[config.mk]
export PLATFORM = sky130hd
export DESIGN_NAME = wb_stage_pipe_flat
export DESIGN_NICKNAME = d
export VERILOG_FILES = /design/src/rtl/wb_stage_pipe_if.sv /design/src/rtl/wb_stage_pipe.sv /design/src/flat_wrapper.sv
export SDC_FILE = /design/constraint.sdc
export NUM_CORES = 1
export LEC_CHECK = 0
export CELL_PAD_IN_SITES_DETAIL_PLACEMENT = 1
export CELL_PAD_IN_SITES_GLOBAL_PLACEMENT = 2
export CORE_MARGIN = 4
export CORE_UTILIZATION = 30
export CTS_CLUSTER_SIZE = 28
export DETAILED_ROUTE_END_ITERATION = 10
export GPL_TIMING_DRIVEN = 1
export PLACE_DENSITY_LB_ADDON = 0.1
export SLEW_MARGIN = 20
export SYNTH_ARGS = -nofsm -noshare
export SYNTH_HDL_FRONTEND = slang
export SYNTH_SLANG_ARGS = --single-unit
[constraint.sdc]
create_clock -name clk -period 6.5 [get_ports clk]
set_clock_uncertainty 0.1 [all_clocks]
set_input_delay 1.625 -clock clk [delete_from_list [all_inputs] [get_ports clk]]
set_output_delay 1.625 -clock clk [all_outputs]
set_load 0.02 [all_outputs]
[src/rtl/wb_stage_pipe_if.sv]
// Write-back stage bus: MEM-side op/response inputs and register-file write outputs.
interface wb_stage_pipe_if #(
  parameter int DATA_W     = 32,
  parameter int REG_ADDR_W = 5
);
  logic                  in_valid;
  logic                  in_ready;
  logic [DATA_W-1:0]     in_alu_out;
  logic [DATA_W-1:0]     in_pc;
  logic [15:0]           in_imm16;
  logic [REG_ADDR_W-1:0] in_rd;
  logic                  in_reg_write;
  logic                  in_mem_to_reg;
  logic                  in_lhi;
  logic                  in_link;
  logic [1:0]            in_size;
  logic                  in_load_ext;
  logic [1:0]            in_addr_lo;
  logic                  mem_rsp_valid;
  logic [DATA_W-1:0]     mem_rsp_data;
  logic                  flush;
  logic                  rf_we;
  logic [REG_ADDR_W-1:0] rf_waddr;
  logic [DATA_W-1:0]     rf_wdata;
  logic                  misalign_err;
  logic [31:0]           retire_count;

  // Upstream / environment side
  modport master (
    output in_valid, in_alu_out, in_pc, in_imm16, in_rd, in_reg_write,
           in_mem_to_reg, in_lhi, in_link, in_size, in_load_ext, in_addr_lo,
           mem_rsp_valid, mem_rsp_data, flush,
    input  in_ready, rf_we, rf_waddr, rf_wdata, misalign_err, retire_count
  );

  // Write-back stage side
  modport slave (
    input  in_valid, in_alu_out, in_pc, in_imm16, in_rd, in_reg_write,
           in_mem_to_reg, in_lhi, in_link, in_size, in_load_ext, in_addr_lo,
           mem_rsp_valid, mem_rsp_data, flush,
    output in_ready, rf_we, rf_waddr, rf_wdata, misalign_err, retire_count
  );
endinterface

[src/rtl/wb_stage_pipe.sv]
// Write-back stage: result select (lhi/link/load/ALU), sub-word load alignment,
// late-load wait FSM with flush, registered rf write port and retire counter.
module wb_stage_pipe #(
  parameter int DATA_W      = 32,
  parameter int REG_ADDR_W  = 5,
  parameter int LINK_OFFSET = 8,
  parameter int LINK_REG    = 31
) (
  input  logic           clk,
  input  logic           rst_n,
  wb_stage_pipe_if.slave wb
);

  typedef enum logic {S_IDLE, S_WAIT} state_t;

  typedef struct packed {
    logic [DATA_W-1:0]     alu;
    logic [DATA_W-1:0]     pc;
    logic [15:0]           imm16;
    logic [REG_ADDR_W-1:0] rd;
    logic                  reg_write;
    logic                  mem_to_reg;
    logic                  lhi;
    logic                  link;
    logic [1:0]            size;
    logic                  load_ext;
    logic [1:0]            addr_lo;
  } op_t;

  state_t                state_q;
  op_t                   cap_q;
  logic                  rf_we_q;
  logic [REG_ADDR_W-1:0] rf_waddr_q;
  logic [DATA_W-1:0]     rf_wdata_q;
  logic                  misalign_q;
  logic [31:0]           retire_q;

  op_t                   live_op;
  op_t                   cur_op;
  logic                  live_is_load;
  logic                  cur_from_mem;
  logic [7:0]            ld_b;
  logic [15:0]           ld_h;
  logic [31:0]           ld_w;
  logic [DATA_W-1:0]     ld_ext;
  logic [DATA_W-1:0]     res_d;
  logic [REG_ADDR_W-1:0] dest_d;
  logic                  mis_d;
  logic                  we_d;
  logic                  accept_d;
  logic                  complete_d;

  // Pack the presented op so IDLE and WAIT share one datapath.
  always_comb begin
    live_op            = '0;
    live_op.alu        = wb.in_alu_out;
    live_op.pc         = wb.in_pc;
    live_op.imm16      = wb.in_imm16;
    live_op.rd         = wb.in_rd;
    live_op.reg_write  = wb.in_reg_write;
    live_op.mem_to_reg = wb.in_mem_to_reg;
    live_op.lhi        = wb.in_lhi;
    live_op.link       = wb.in_link;
    live_op.size       = wb.in_size;
    live_op.load_ext   = wb.in_load_ext;
    live_op.addr_lo    = wb.in_addr_lo;
  end

  // Only an op whose result actually comes from memory has to wait for data;
  // lhi/link win the result select and never need the response.
  assign cur_op       = (state_q == S_WAIT) ? cap_q : live_op;
  assign live_is_load = live_op.mem_to_reg & ~live_op.lhi & ~live_op.link;
  assign cur_from_mem = cur_op.mem_to_reg & ~cur_op.lhi & ~cur_op.link;

  // Load alignment by byte offset, then sign/zero extension to DATA_W.
  always_comb begin
    ld_b   = wb.mem_rsp_data[{cur_op.addr_lo, 3'b000} +: 8];
    ld_h   = wb.mem_rsp_data[{cur_op.addr_lo[1], 4'b0000} +: 16];
    ld_w   = wb.mem_rsp_data[31:0];
    ld_ext = '0;
    case (cur_op.size)
      2'b00:   ld_ext = cur_op.load_ext ? DATA_W'($signed(ld_b)) : DATA_W'(ld_b);
      2'b01:   ld_ext = cur_op.load_ext ? DATA_W'($signed(ld_h)) : DATA_W'(ld_h);
      default: ld_ext = cur_op.load_ext ? DATA_W'($signed(ld_w)) : DATA_W'(ld_w);
    endcase
  end

  // Result select, destination and write qualification for the completing op.
  always_comb begin
    if (cur_op.lhi)       res_d = {cur_op.imm16, {(DATA_W-16){1'b0}}};
    else if (cur_op.link) res_d = cur_op.pc + DATA_W'(LINK_OFFSET);
    else if (cur_from_mem) res_d = ld_ext;
    else                  res_d = cur_op.alu;
    dest_d = cur_op.link ? REG_ADDR_W'(LINK_REG) : cur_op.rd;
    mis_d  = cur_from_mem & (cur_op.size == 2'b01) & cur_op.addr_lo[0];
    we_d   = cur_op.reg_write & (dest_d != '0) & ~mis_d;
  end

  // Flush kills both a presented op and a pending load, even against a same-cycle response.
  assign accept_d   = (state_q == S_IDLE) & wb.in_valid & ~wb.flush;
  assign complete_d = (accept_d & (~live_is_load | wb.mem_rsp_valid)) |
                      ((state_q == S_WAIT) & ~wb.flush & wb.mem_rsp_valid);

  // FSM plus registered write port; write/misalign are single-cycle pulses.
  always_ff @(posedge clk) begin
    if (!rst_n) begin
      state_q    <= S_IDLE;
      cap_q      <= '0;
      rf_we_q    <= 1'b0;
      rf_waddr_q <= '0;
      rf_wdata_q <= '0;
      misalign_q <= 1'b0;
      retire_q   <= '0;
    end else begin
      rf_we_q    <= 1'b0;
      misalign_q <= 1'b0;
      case (state_q)
        S_IDLE: if (accept_d && live_is_load && !wb.mem_rsp_valid) begin
          cap_q   <= live_op;
          state_q <= S_WAIT;
        end
        S_WAIT: if (wb.flush || wb.mem_rsp_valid) state_q <= S_IDLE;
        default: state_q <= S_IDLE;
      endcase
      if (complete_d) begin
        rf_we_q    <= we_d;
        rf_waddr_q <= dest_d;
        rf_wdata_q <= res_d;
        misalign_q <= mis_d;
        retire_q   <= retire_q + 32'd1;
      end
    end
  end

  assign wb.in_ready     = rst_n & (state_q == S_IDLE);
  assign wb.rf_we        = rf_we_q;
  assign wb.rf_waddr     = rf_waddr_q;
  assign wb.rf_wdata     = rf_wdata_q;
  assign wb.misalign_err = misalign_q;
  assign wb.retire_count = retire_q;

endmodule

[src/flat_wrapper.sv]
// flat-port wrapper written by rule: the top's interface ports become plain ports
module wb_stage_pipe_flat 
#(
  parameter int DATA_W      = 32,
  parameter int REG_ADDR_W  = 5,
  parameter int LINK_OFFSET = 8,
  parameter int LINK_REG    = 31
)
  (clk, rst_n, wb_in_valid, wb_in_alu_out, wb_in_pc, wb_in_imm16, wb_in_rd, wb_in_reg_write, wb_in_mem_to_reg, wb_in_lhi, wb_in_link, wb_in_size, wb_in_load_ext, wb_in_addr_lo, wb_mem_rsp_valid, wb_mem_rsp_data, wb_flush, wb_in_ready, wb_rf_we, wb_rf_waddr, wb_rf_wdata, wb_misalign_err, wb_retire_count);
  wb_stage_pipe_if #(.DATA_W(DATA_W), .REG_ADDR_W(REG_ADDR_W)) wb_i ();
  input  logic clk;
  input  logic rst_n;
  input wire logic [$bits(wb_i.in_valid)-1:0] wb_in_valid;
  input wire logic [$bits(wb_i.in_alu_out)-1:0] wb_in_alu_out;
  input wire logic [$bits(wb_i.in_pc)-1:0] wb_in_pc;
  input wire logic [$bits(wb_i.in_imm16)-1:0] wb_in_imm16;
  input wire logic [$bits(wb_i.in_rd)-1:0] wb_in_rd;
  input wire logic [$bits(wb_i.in_reg_write)-1:0] wb_in_reg_write;
  input wire logic [$bits(wb_i.in_mem_to_reg)-1:0] wb_in_mem_to_reg;
  input wire logic [$bits(wb_i.in_lhi)-1:0] wb_in_lhi;
  input wire logic [$bits(wb_i.in_link)-1:0] wb_in_link;
  input wire logic [$bits(wb_i.in_size)-1:0] wb_in_size;
  input wire logic [$bits(wb_i.in_load_ext)-1:0] wb_in_load_ext;
  input wire logic [$bits(wb_i.in_addr_lo)-1:0] wb_in_addr_lo;
  input wire logic [$bits(wb_i.mem_rsp_valid)-1:0] wb_mem_rsp_valid;
  input wire logic [$bits(wb_i.mem_rsp_data)-1:0] wb_mem_rsp_data;
  input wire logic [$bits(wb_i.flush)-1:0] wb_flush;
  output wire logic [$bits(wb_i.in_ready)-1:0] wb_in_ready;
  output wire logic [$bits(wb_i.rf_we)-1:0] wb_rf_we;
  output wire logic [$bits(wb_i.rf_waddr)-1:0] wb_rf_waddr;
  output wire logic [$bits(wb_i.rf_wdata)-1:0] wb_rf_wdata;
  output wire logic [$bits(wb_i.misalign_err)-1:0] wb_misalign_err;
  output wire logic [$bits(wb_i.retire_count)-1:0] wb_retire_count;
  assign wb_i.in_valid = wb_in_valid;
  assign wb_i.in_alu_out = wb_in_alu_out;
  assign wb_i.in_pc = wb_in_pc;
  assign wb_i.in_imm16 = wb_in_imm16;
  assign wb_i.in_rd = wb_in_rd;
  assign wb_i.in_reg_write = wb_in_reg_write;
  assign wb_i.in_mem_to_reg = wb_in_mem_to_reg;
  assign wb_i.in_lhi = wb_in_lhi;
  assign wb_i.in_link = wb_in_link;
  assign wb_i.in_size = wb_in_size;
  assign wb_i.in_load_ext = wb_in_load_ext;
  assign wb_i.in_addr_lo = wb_in_addr_lo;
  assign wb_i.mem_rsp_valid = wb_mem_rsp_valid;
  assign wb_i.mem_rsp_data = wb_mem_rsp_data;
  assign wb_i.flush = wb_flush;
  assign wb_in_ready = wb_i.in_ready;
  assign wb_rf_we = wb_i.rf_we;
  assign wb_rf_waddr = wb_i.rf_waddr;
  assign wb_rf_wdata = wb_i.rf_wdata;
  assign wb_misalign_err = wb_i.misalign_err;
  assign wb_retire_count = wb_i.retire_count;
  wb_stage_pipe #(.DATA_W(DATA_W), .REG_ADDR_W(REG_ADDR_W), .LINK_OFFSET(LINK_OFFSET), .LINK_REG(LINK_REG)) u_core (.clk(clk), .rst_n(rst_n), .wb(wb_i));
endmodule
==> results.ini, run 1 <==
[timing]
rsz0062_at_grt = false
fin_ws_ps = 1490
finalSetupViolCount = 0
period_share = 0.7708
tns_ps = 0
period_needed_ps = 5010
clock.fmax_mhz = 199.6
drv_slew = 0
tightestPinTransition_ps = 997.7
maxSlewHeadroom = 0.3293
hold_viol_final = 0

[power_and_ir_drop]
p_leak_uw = 0.003877
irDropWorstVdd_mv = 0.1689
total_power_uw = 2476
power_density_nw_per_um2 = 204.9

[place]
gp_congestion = 0.8137
portBuffers = 202
post_dp_cell_area_um2 = 11490
place_hpwl_um = 26710
pre_cts_ws_ps = 1448

[global_route]
grt_pass1_vias = 8949
antenna_found_initial = 0
overflow = 0
grt_pass1_wl_um = 55050
grt_util_all_layers = 0.2102
grt_max_degree = 70

[clock_network]
cts_max_level = 4
cts_buffers = 17
clock_sinks = 166
path_clk_slew_ps = 70
root_buffer = clkbuf_16
clock_tree.buffer_depth = 2
postCtsSetupRepairBufs = 0
cts_hold_buf = 0
cts_tree = built
post_cts_resized = 0
clock_latency_ps = 440

[synthesis]
netlist_area_um2 = 9195
synthFlopType = dfxtp_1
yosysSeqAreaShare = 0.3614
ys_warn_count = 0
synthCells = 1151
synthDistinctLibCells = 72
synth-edff-count = 0
syn_area_per_cell_um2 = 7.989
synth_nets = 1284
synth_seq_cells = 166
async_flop_share = 0

[final_layout]
area_growth_pct = 31.41
seq_area_um2 = 3327
layout-drive-gt1-share = 0.05932
fill_cells = 3602
final_cell_mix = 252 x nand2_1, 202 x clkdlybuf4s50_1, 165 x dfxtp_1
antenna_cells = 0
final_cell_area_um2 = 12080
multi_input_area_um2 = 5487
fin_nets = 1435
final_common_cell = nand2_1

[worst_setup_path]
crit_type = in2out
max_stage_delay_ps = 860
cp_slowest_cell = clkdlybuf4s50_1
crit_required_ps = 4780
worstSetupEndpointType = primary output
cp_top_family = buffers and inverters
start_kind = input port
cp_cell_sequence = clkdlybuf4s50_1, inv_4, nor2_1, clkdlybuf4s50_1
path_common_cell = clkdlybuf4s50_1
path_buf_inv = 3
arrival_ps = 3290
cp_max_fo = 13

[floorplanning]
row_count = 63
core_area_um2 = 29950
die_h_um = 183.1
initial_utilization = 0.3070
io_pins = 203
die_w_um = 183.1
die-area_um2 = 33510

[detailed_routing]
avgViaCountPerCell = 5.409
wl_per_cell_um = 21.41
drt_iter0_drc = 510
wirelength_um = 36510
drc = 0
vias = 9223
firstDrtPassIters = 5
ant_nets = 0

[min_path]
min_path_type = reg2reg

[run_status]
status = complete, no violations

[run]
drv_cap = 0

## worst min-delay path, delay by kind of cell, from the launching register on
family | cells | cell delay [ps]
AOI/OAI and AO/OA | 1 | 50
DFF | 1 | 310
and+or+nand+nor | 1 | 50
## final cells by class
| cell class | count | share of cell area |
|---|---|---|
| flip-flops and latches | 166 | 0.2753 |
| inverters | 10 | 0.003314 |
| clock buffers | 18 | 0.03552 |
| multi-input cells | 890 | 0.4541 |
| clock inverters | 14 | 0.01367 |
| repair buffers | 217 | 0.1777 |
| well taps | 390 | 0.04039 |
## synthesized netlist by cell type (4+ instances only)
master    number  area share
mux2_2        11       0.013
nand2_1      252        0.10
buf_2         14      0.0076
o221ai_1       6      0.0057
nor3b_1        9      0.0073
a311oi_1       5      0.0048
a221o_1        9      0.0098
inv_1         10      0.0041
nor4_1         9      0.0061
or3_1          8      0.0054
mux2i_1       73       0.079
a211oi_1       6      0.0049
a211o_1        4      0.0038
xor2_1        17       0.016
o311a_1        7      0.0076
a21oi_1      146       0.079
o311ai_0       9      0.0086
clkbuf_1      61       0.025
nand3b_1      21       0.017
and3_1        12      0.0082
xnor2_1       23       0.022
o211ai_1       5      0.0041
nand2b_1       9      0.0061
o31a_1         5      0.0048
buf_6          4      0.0049
nand4b_1       4      0.0038
o31ai_1       10      0.0082
a221oi_1      12       0.011
a32o_1        10       0.011
nor2b_1        8      0.0054
nor3_1        12      0.0065
nor2_1        50       0.020
nand4_1       16       0.011
o21ai_0       31       0.017
dfxtp_1      166        0.36
a31oi_1       13      0.0088
nand3_1       28       0.015
## report_power, final
group	internal, uW	total [uW]	switching (uW)
clock	580	1070	488
sequential	1030	1050	14.4
combinational	160	360	200
## stage by stage
stage | utilization | cells | hold slack, ps
floorplan | - | 1151 | 331.1
global placement | 0.3835 | 1673 | 336.4
detailed placement | 0.3835 | 1673 | 343.2
CTS | 0.4034 | 1705 | 353.4
global route | 0.4034 | 1705 | 368.2
finish | 0.4034 | 1705 | 351.1
## registers in the layout (all words and copies together), names as in the netlist
register,cells
u_core.wb.rf_waddr,5
u_core.wb.rf_wdata,32
u_core.wb.misalign_err,1
u_core.cap_q,94
u_core.state_q,1
u_core.wb.retire_count,32
u_core.wb.rf_we,1
## routing by layer
metal	up-vias	GRT usage	wire length, um
li1	4477	-	-
met1	4483	0.3010	17520
met2	233	0.3354	16750
met3	30	0.03213	1687
met4	0	0.04708	543
met5	-	0	0
## worst paths after layout
check             cells past startpoint              from  slack [ps]                     end
hold reg to reg                       2  u_core.cap_q[22]         350        u_core.cap_q[22]
setup / recovery                      4             rst_n        1490             wb_in_ready
setup reg to reg                      8    u_core.state_q        2680  u_core.wb.rf_wdata[13]
hold / removal                        2  u_core.cap_q[22]         350        u_core.cap_q[22]
## cells by family (layout without fill, tap and decap cells)
family / count (synthesis) / after routing / synth area share
buf+inv: 95 / 259 / 0.04599
xor+xnor: 40 / 40 / 0.03810
fa+ha+maj: 2 / 2 / 0.002721
mux: 85 / 85 / 0.09457
compound gates: 305 / 305 / 0.2188
flops: 166 / 166 / 0.3614
simple gates: 458 / 458 / 0.2384
Power figures use the tool's default switching activity.
==> run 2: changes to the inputs <==
- CORE_UTILIZATION: 30 -> 29
- clock period: 6.5 -> 4.7 ns (I/O delays scaled with it)
==> results.ini, run 2 (same netlist as run 1, synthesis figures left out) <==
[detailed_routing]
firstDrtPassIters = 5  ; unchanged
drc = 0  ; unchanged
wl_per_cell_um = 21.59  ; +0.82%
wirelength_um = 37240  ; +2.0%
avgViaCountPerCell = 5.395  ; -0.27%
ant_nets = 0  ; unchanged
drt_iter0_drc = 528  ; +3.5%
vias = 9306  ; +0.90%

[final_layout]
fill_cells = 3655  ; +1.5%
final_common_cell = nand2_1
multi_input_area_um2 = 5487  ; unchanged
final_cell_mix = 252 x nand2_1, 202 x clkdlybuf4s50_1, 165 x dfxtp_1
antenna_cells = 0  ; unchanged
final_cell_area_um2 = 12210  ; +1.0%
fin_nets = 1450  ; +1.0%
largest_reg_flops = 94  ; unchanged
layout-drive-gt1-share = 0.06998  ; +0.01066
seq_area_um2 = 3327  ; unchanged
top_register = u_core.cap_q
area_growth_pct = 32.74

[clock_network]
cts_hold_buf = 0  ; unchanged
clock_tree.buffer_depth = 2  ; unchanged
cts_tree = built
cts_buffers = 17  ; unchanged
cts_max_level = 4  ; unchanged
root_buffer = clkbuf_16
clock_latency_ps = 450  ; about the same
path_clk_slew_ps = 70  ; about the same
clock_sinks = 166  ; unchanged
post_cts_resized = 0  ; unchanged
postCtsSetupRepairBufs = 0  ; unchanged

[power_and_ir_drop]
power_density_nw_per_um2 = 274.5  ; +34%
p_leak_uw = 0.003938  ; +1.6%
irDropWorstVdd_mv = 0.2613  ; +55%

[timing]
tightestPinTransition_ps = 1035  ; +37.64 ps
fin_hold_ws_ps = 352.1  ; +1.019 ps
clock.fmax_mhz = 259.4
hold_viol_final = 0  ; unchanged
finalSetupViolCount = 0  ; unchanged
rsz0062_at_grt = false
period_share = 0.8202
maxSlewHeadroom = 0.3072  ; -0.02211
tns_ps = 0  ; unchanged
drv_slew = 0  ; unchanged
period_needed_ps = 3855

[floorplanning]
die_h_um = 186.1  ; +1.6%
initial_utilization = 0.2975  ; -0.009494
die_w_um = 186.1  ; +1.6%
io_pins = 203  ; unchanged
core_area_um2 = 30910  ; +3.2%
row_count = 64  ; +1.6%
die-area_um2 = 34620  ; +3.3%

[worst_setup_path]
crit_type = in2out
arrival_ps = 2580  ; -710 ps
r2r-start = u_core.state_q
worstSetupEndpointType = primary output
start_kind = input port
crit_required_ps = 3420  ; -1360 ps
cp_max_fo = 4  ; -9
crit_start = rst_n
r2r_slack_ps = 1270  ; -1410 ps

[min_path]
worstHoldStart = u_core.cap_q[18]
min_path_type = reg2reg

[global_route]
grt_pass1_wl_um = 56090  ; +1.9%
grt_pass1_vias = 9186  ; +2.6%
overflow = 0  ; unchanged
grt_util_all_layers = 0.2127  ; +0.002502
grt_max_degree = 73  ; +4.3%
antenna_found_initial = 0  ; unchanged

[run]
drv_cap = 0  ; unchanged

[place]
place_hpwl_um = 27770  ; +4.0%
post_dp_cell_area_um2 = 11650  ; +1.4%
gp_congestion = 0.8133  ; about the same
portBuffers = 202  ; unchanged

[run_status]
status = complete, no violations

run 2: layer usage:
layer  vias to the layer above  track usage  share of wire
met5                         -            0              0
met4                         0      0.05013          0.016
met3                        31      0.04143          0.046
met2                       226       0.3232           0.44
met1                      4553       0.3108           0.49
li1                       4496            -              -
run 2: worst paths after layout:
path	endpoint	depth (start not counted)
max reg2reg	u_core.wb.rf_wdata[19]	8
min reg2reg	u_core.cap_q[18]	2
max	wb_in_ready	4
min	u_core.cap_q[18]	2
run 2: cell type report:
class	instances	share of cell area
Timing Repair Buffer	232	0.1882
Tap cell	396	0.04059
Clock buffer	19	0.03711
Sequential cell	166	0.2726
Multi-Input combinational cell	890	0.4495
Clock inverter	12	0.008713
Inverter	10	0.003280
run 2: report_power, final:
part	switching, uW	internal, uW	leakage (uW)	total, uW
logic	278	227	0.00233	505
clock network	641	753	0.000267	1390
registers	21.4	1430	0.00134	1450
run 2: stage by stage:
step | power (uW) | worst slack [ps] | utilization | instances
after floorplan | 1703 | 985.2 | - | 1151
after global placement | 1987 | 558.1 | 0.3768 | 1694
after detailed placement | 1989 | 441.7 | 0.3768 | 1694
after CTS | 3393 | 814.1 | 0.3949 | 1725
after global routing | 3484 | 760.6 | 0.3949 | 1725
final | 3351 | 845.2 | 0.3949 | 1725
run 2: worst max-delay path, cell delays in order:
cell and delay (ps):
clkdlybuf4s50_1 580, inv_4 60, nor2_1 110, clkdlybuf4s50_1 650
==> run 3: changes to the inputs <==
- clock period: 4.7 -> 3.81 ns (I/O delays scaled with it)
==> results.ini, run 3 (same netlist as run 1, synthesis figures left out) <==
[timing]
finalSetupViolCount = 0  ; unchanged
rsz0062_at_grt = false
fin_hold_ws_ps = 351.6  ; -0.5290 ps
maxSlewHeadroom = 0.4163  ; +0.1090
clock.fmax_mhz = 289.4
drv_slew = 0  ; unchanged
tns_ps = 0  ; unchanged
tightestPinTransition_ps = 875.6  ; -159.7 ps
hold_viol_final = 0  ; unchanged
period_needed_ps = 3456
period_share = 0.9070

[clock_network]
clock_latency_ps = 440  ; about the same
postCtsSetupRepairBufs = 0  ; unchanged
clock_tree.buffer_depth = 2  ; unchanged
root_buffer = clkbuf_16
cts_buffers = 17  ; unchanged
path_clk_slew_ps = 70  ; about the same
cts_hold_buf = 0  ; unchanged
cts_tree = built
clock_sinks = 166  ; unchanged
cts_max_level = 4  ; unchanged
post_cts_resized = 0  ; unchanged

[final_layout]
top_register = u_core.cap_q
final_common_cell = nand2_1
final_cell_area_um2 = 12470  ; +2.2%
fin_nets = 1467  ; +1.2%
layout-drive-gt1-share = 0.08166  ; +0.01169
antenna_cells = 0  ; unchanged
area_growth_pct = 35.67
final_cell_mix = 252 x nand2_1, 202 x clkdlybuf4s50_1, 165 x dfxtp_1
largest_reg_flops = 94  ; unchanged
finalCoreUtilization = 0.4036  ; +0.008703

[worst_setup_path]
worstSetupEndpointType = primary output
cp_max_fo = 4  ; unchanged
max_stage_delay_ps = 630  ; -20 ps
crit_required_ps = 2760  ; -660 ps
arrival_ps = 2400  ; -180 ps
path_common_cell = clkdlybuf4s50_1
cp_slowest_cell = clkdlybuf4s50_1
crit_type = in2out
start_kind = input port
cp_cell_sequence = clkdlybuf4s50_1, inv_4, nor2_1, clkdlybuf4s50_1

[detailed_routing]
met2_length_um = 17370  ; +4.9%
drt_iter0_drc = 496  ; -6.1%
m1WireLength_um = 17940  ; -2.3%
met3WireLength_um = 1473  ; -14%
drc = 0  ; unchanged
wirelength_um = 37140  ; -0.28%
vias = 9412  ; +1.1%
highest_layer = met4
ant_nets = 0  ; unchanged
firstDrtPassIters = 5  ; unchanged
wl_per_cell_um = 21.31  ; -1.3%
avgViaCountPerCell = 5.400  ; about the same

[floorplanning]
row_count = 64  ; unchanged
core_area_um2 = 30910  ; unchanged
die_w_um = 186.1  ; unchanged
die_h_um = 186.1  ; unchanged
io_pins = 203  ; unchanged
initial_utilization = 0.2975  ; unchanged
die-area_um2 = 34620  ; unchanged

[global_route]
overflow = 0  ; unchanged
antenna_found_initial = 0  ; unchanged
grt_util_all_layers = 0.2107  ; -0.001931
grt_max_degree = 73  ; unchanged
grt_pass1_wl_um = 56060  ; about the same
grt_pass1_vias = 9303  ; +1.3%

[place]
place_hpwl_um = 28030  ; +0.94%
gp_congestion = 0.8698  ; +6.9%
portBuffers = 202  ; unchanged
post_dp_cell_area_um2 = 11810  ; +1.4%

[power_and_ir_drop]
p_leak_uw = 0.004092  ; +3.9%
irDropWorstVdd_mv = 0.2873  ; +9.9%
power_density_nw_per_um2 = 353.8  ; +29%
total_power_uw = 4414  ; +32%

[run]
drv_cap = 0  ; unchanged

[run_status]
status = complete, no violations

[min_path]
min_path_type = reg2reg

==> run 3: path summary, 6_finish.rpt <==
kind                    start                     end  slack (ps)  cells after the start
max reg2reg    u_core.state_q  u_core.wb.rf_wdata[19]         800                      9
min          u_core.cap_q[23]        u_core.cap_q[23]         350                      2
min reg2reg  u_core.cap_q[23]        u_core.cap_q[23]         350                      2
max                     rst_n             wb_in_ready         350                      4
==> run 3: critical path: cells and delay by family <==
family / cells / cell delay (ps)
buf+inv: 3 / 1290
simple gates: 1 / 150
==> run 3: routing by layer <==
layer  track usage  up-vias
met5             0        -
met4       0.03818        0
met3       0.03146       20
met2        0.3406      233
met1        0.3019     4629
li1              -     4530
==> run 3: metrics by stage <==
stage                     worst slack (ps)  instances
after floorplan                      95.22       1151
final                                354.5       1743
after global placement               164.9       1711
after global routing                 351.5       1743
after detailed placement             113.8       1711
after CTS                            344.8       1743
==> run 3: layout make-up <==
| class | instances | area, um^2 |
|---|---|---|
| fillers | 3646 | 18440 |
| multi-input cells | 890 | 5487 |
| flip-flops and latches | 166 | 3327 |
| repair buffers | 249 | 2462 |
| well taps | 396 | 495.5 |
| clock buffers | 19 | 442.9 |
| clock inverters | 13 | 220.2 |
| inverters | 10 | 40.04 |
==> run 3: power by group <==
group          internal (uW)  switching (uW)
combinational            292             347
clock                   1200             790
sequential              1760            26.0
total                   3250            1160
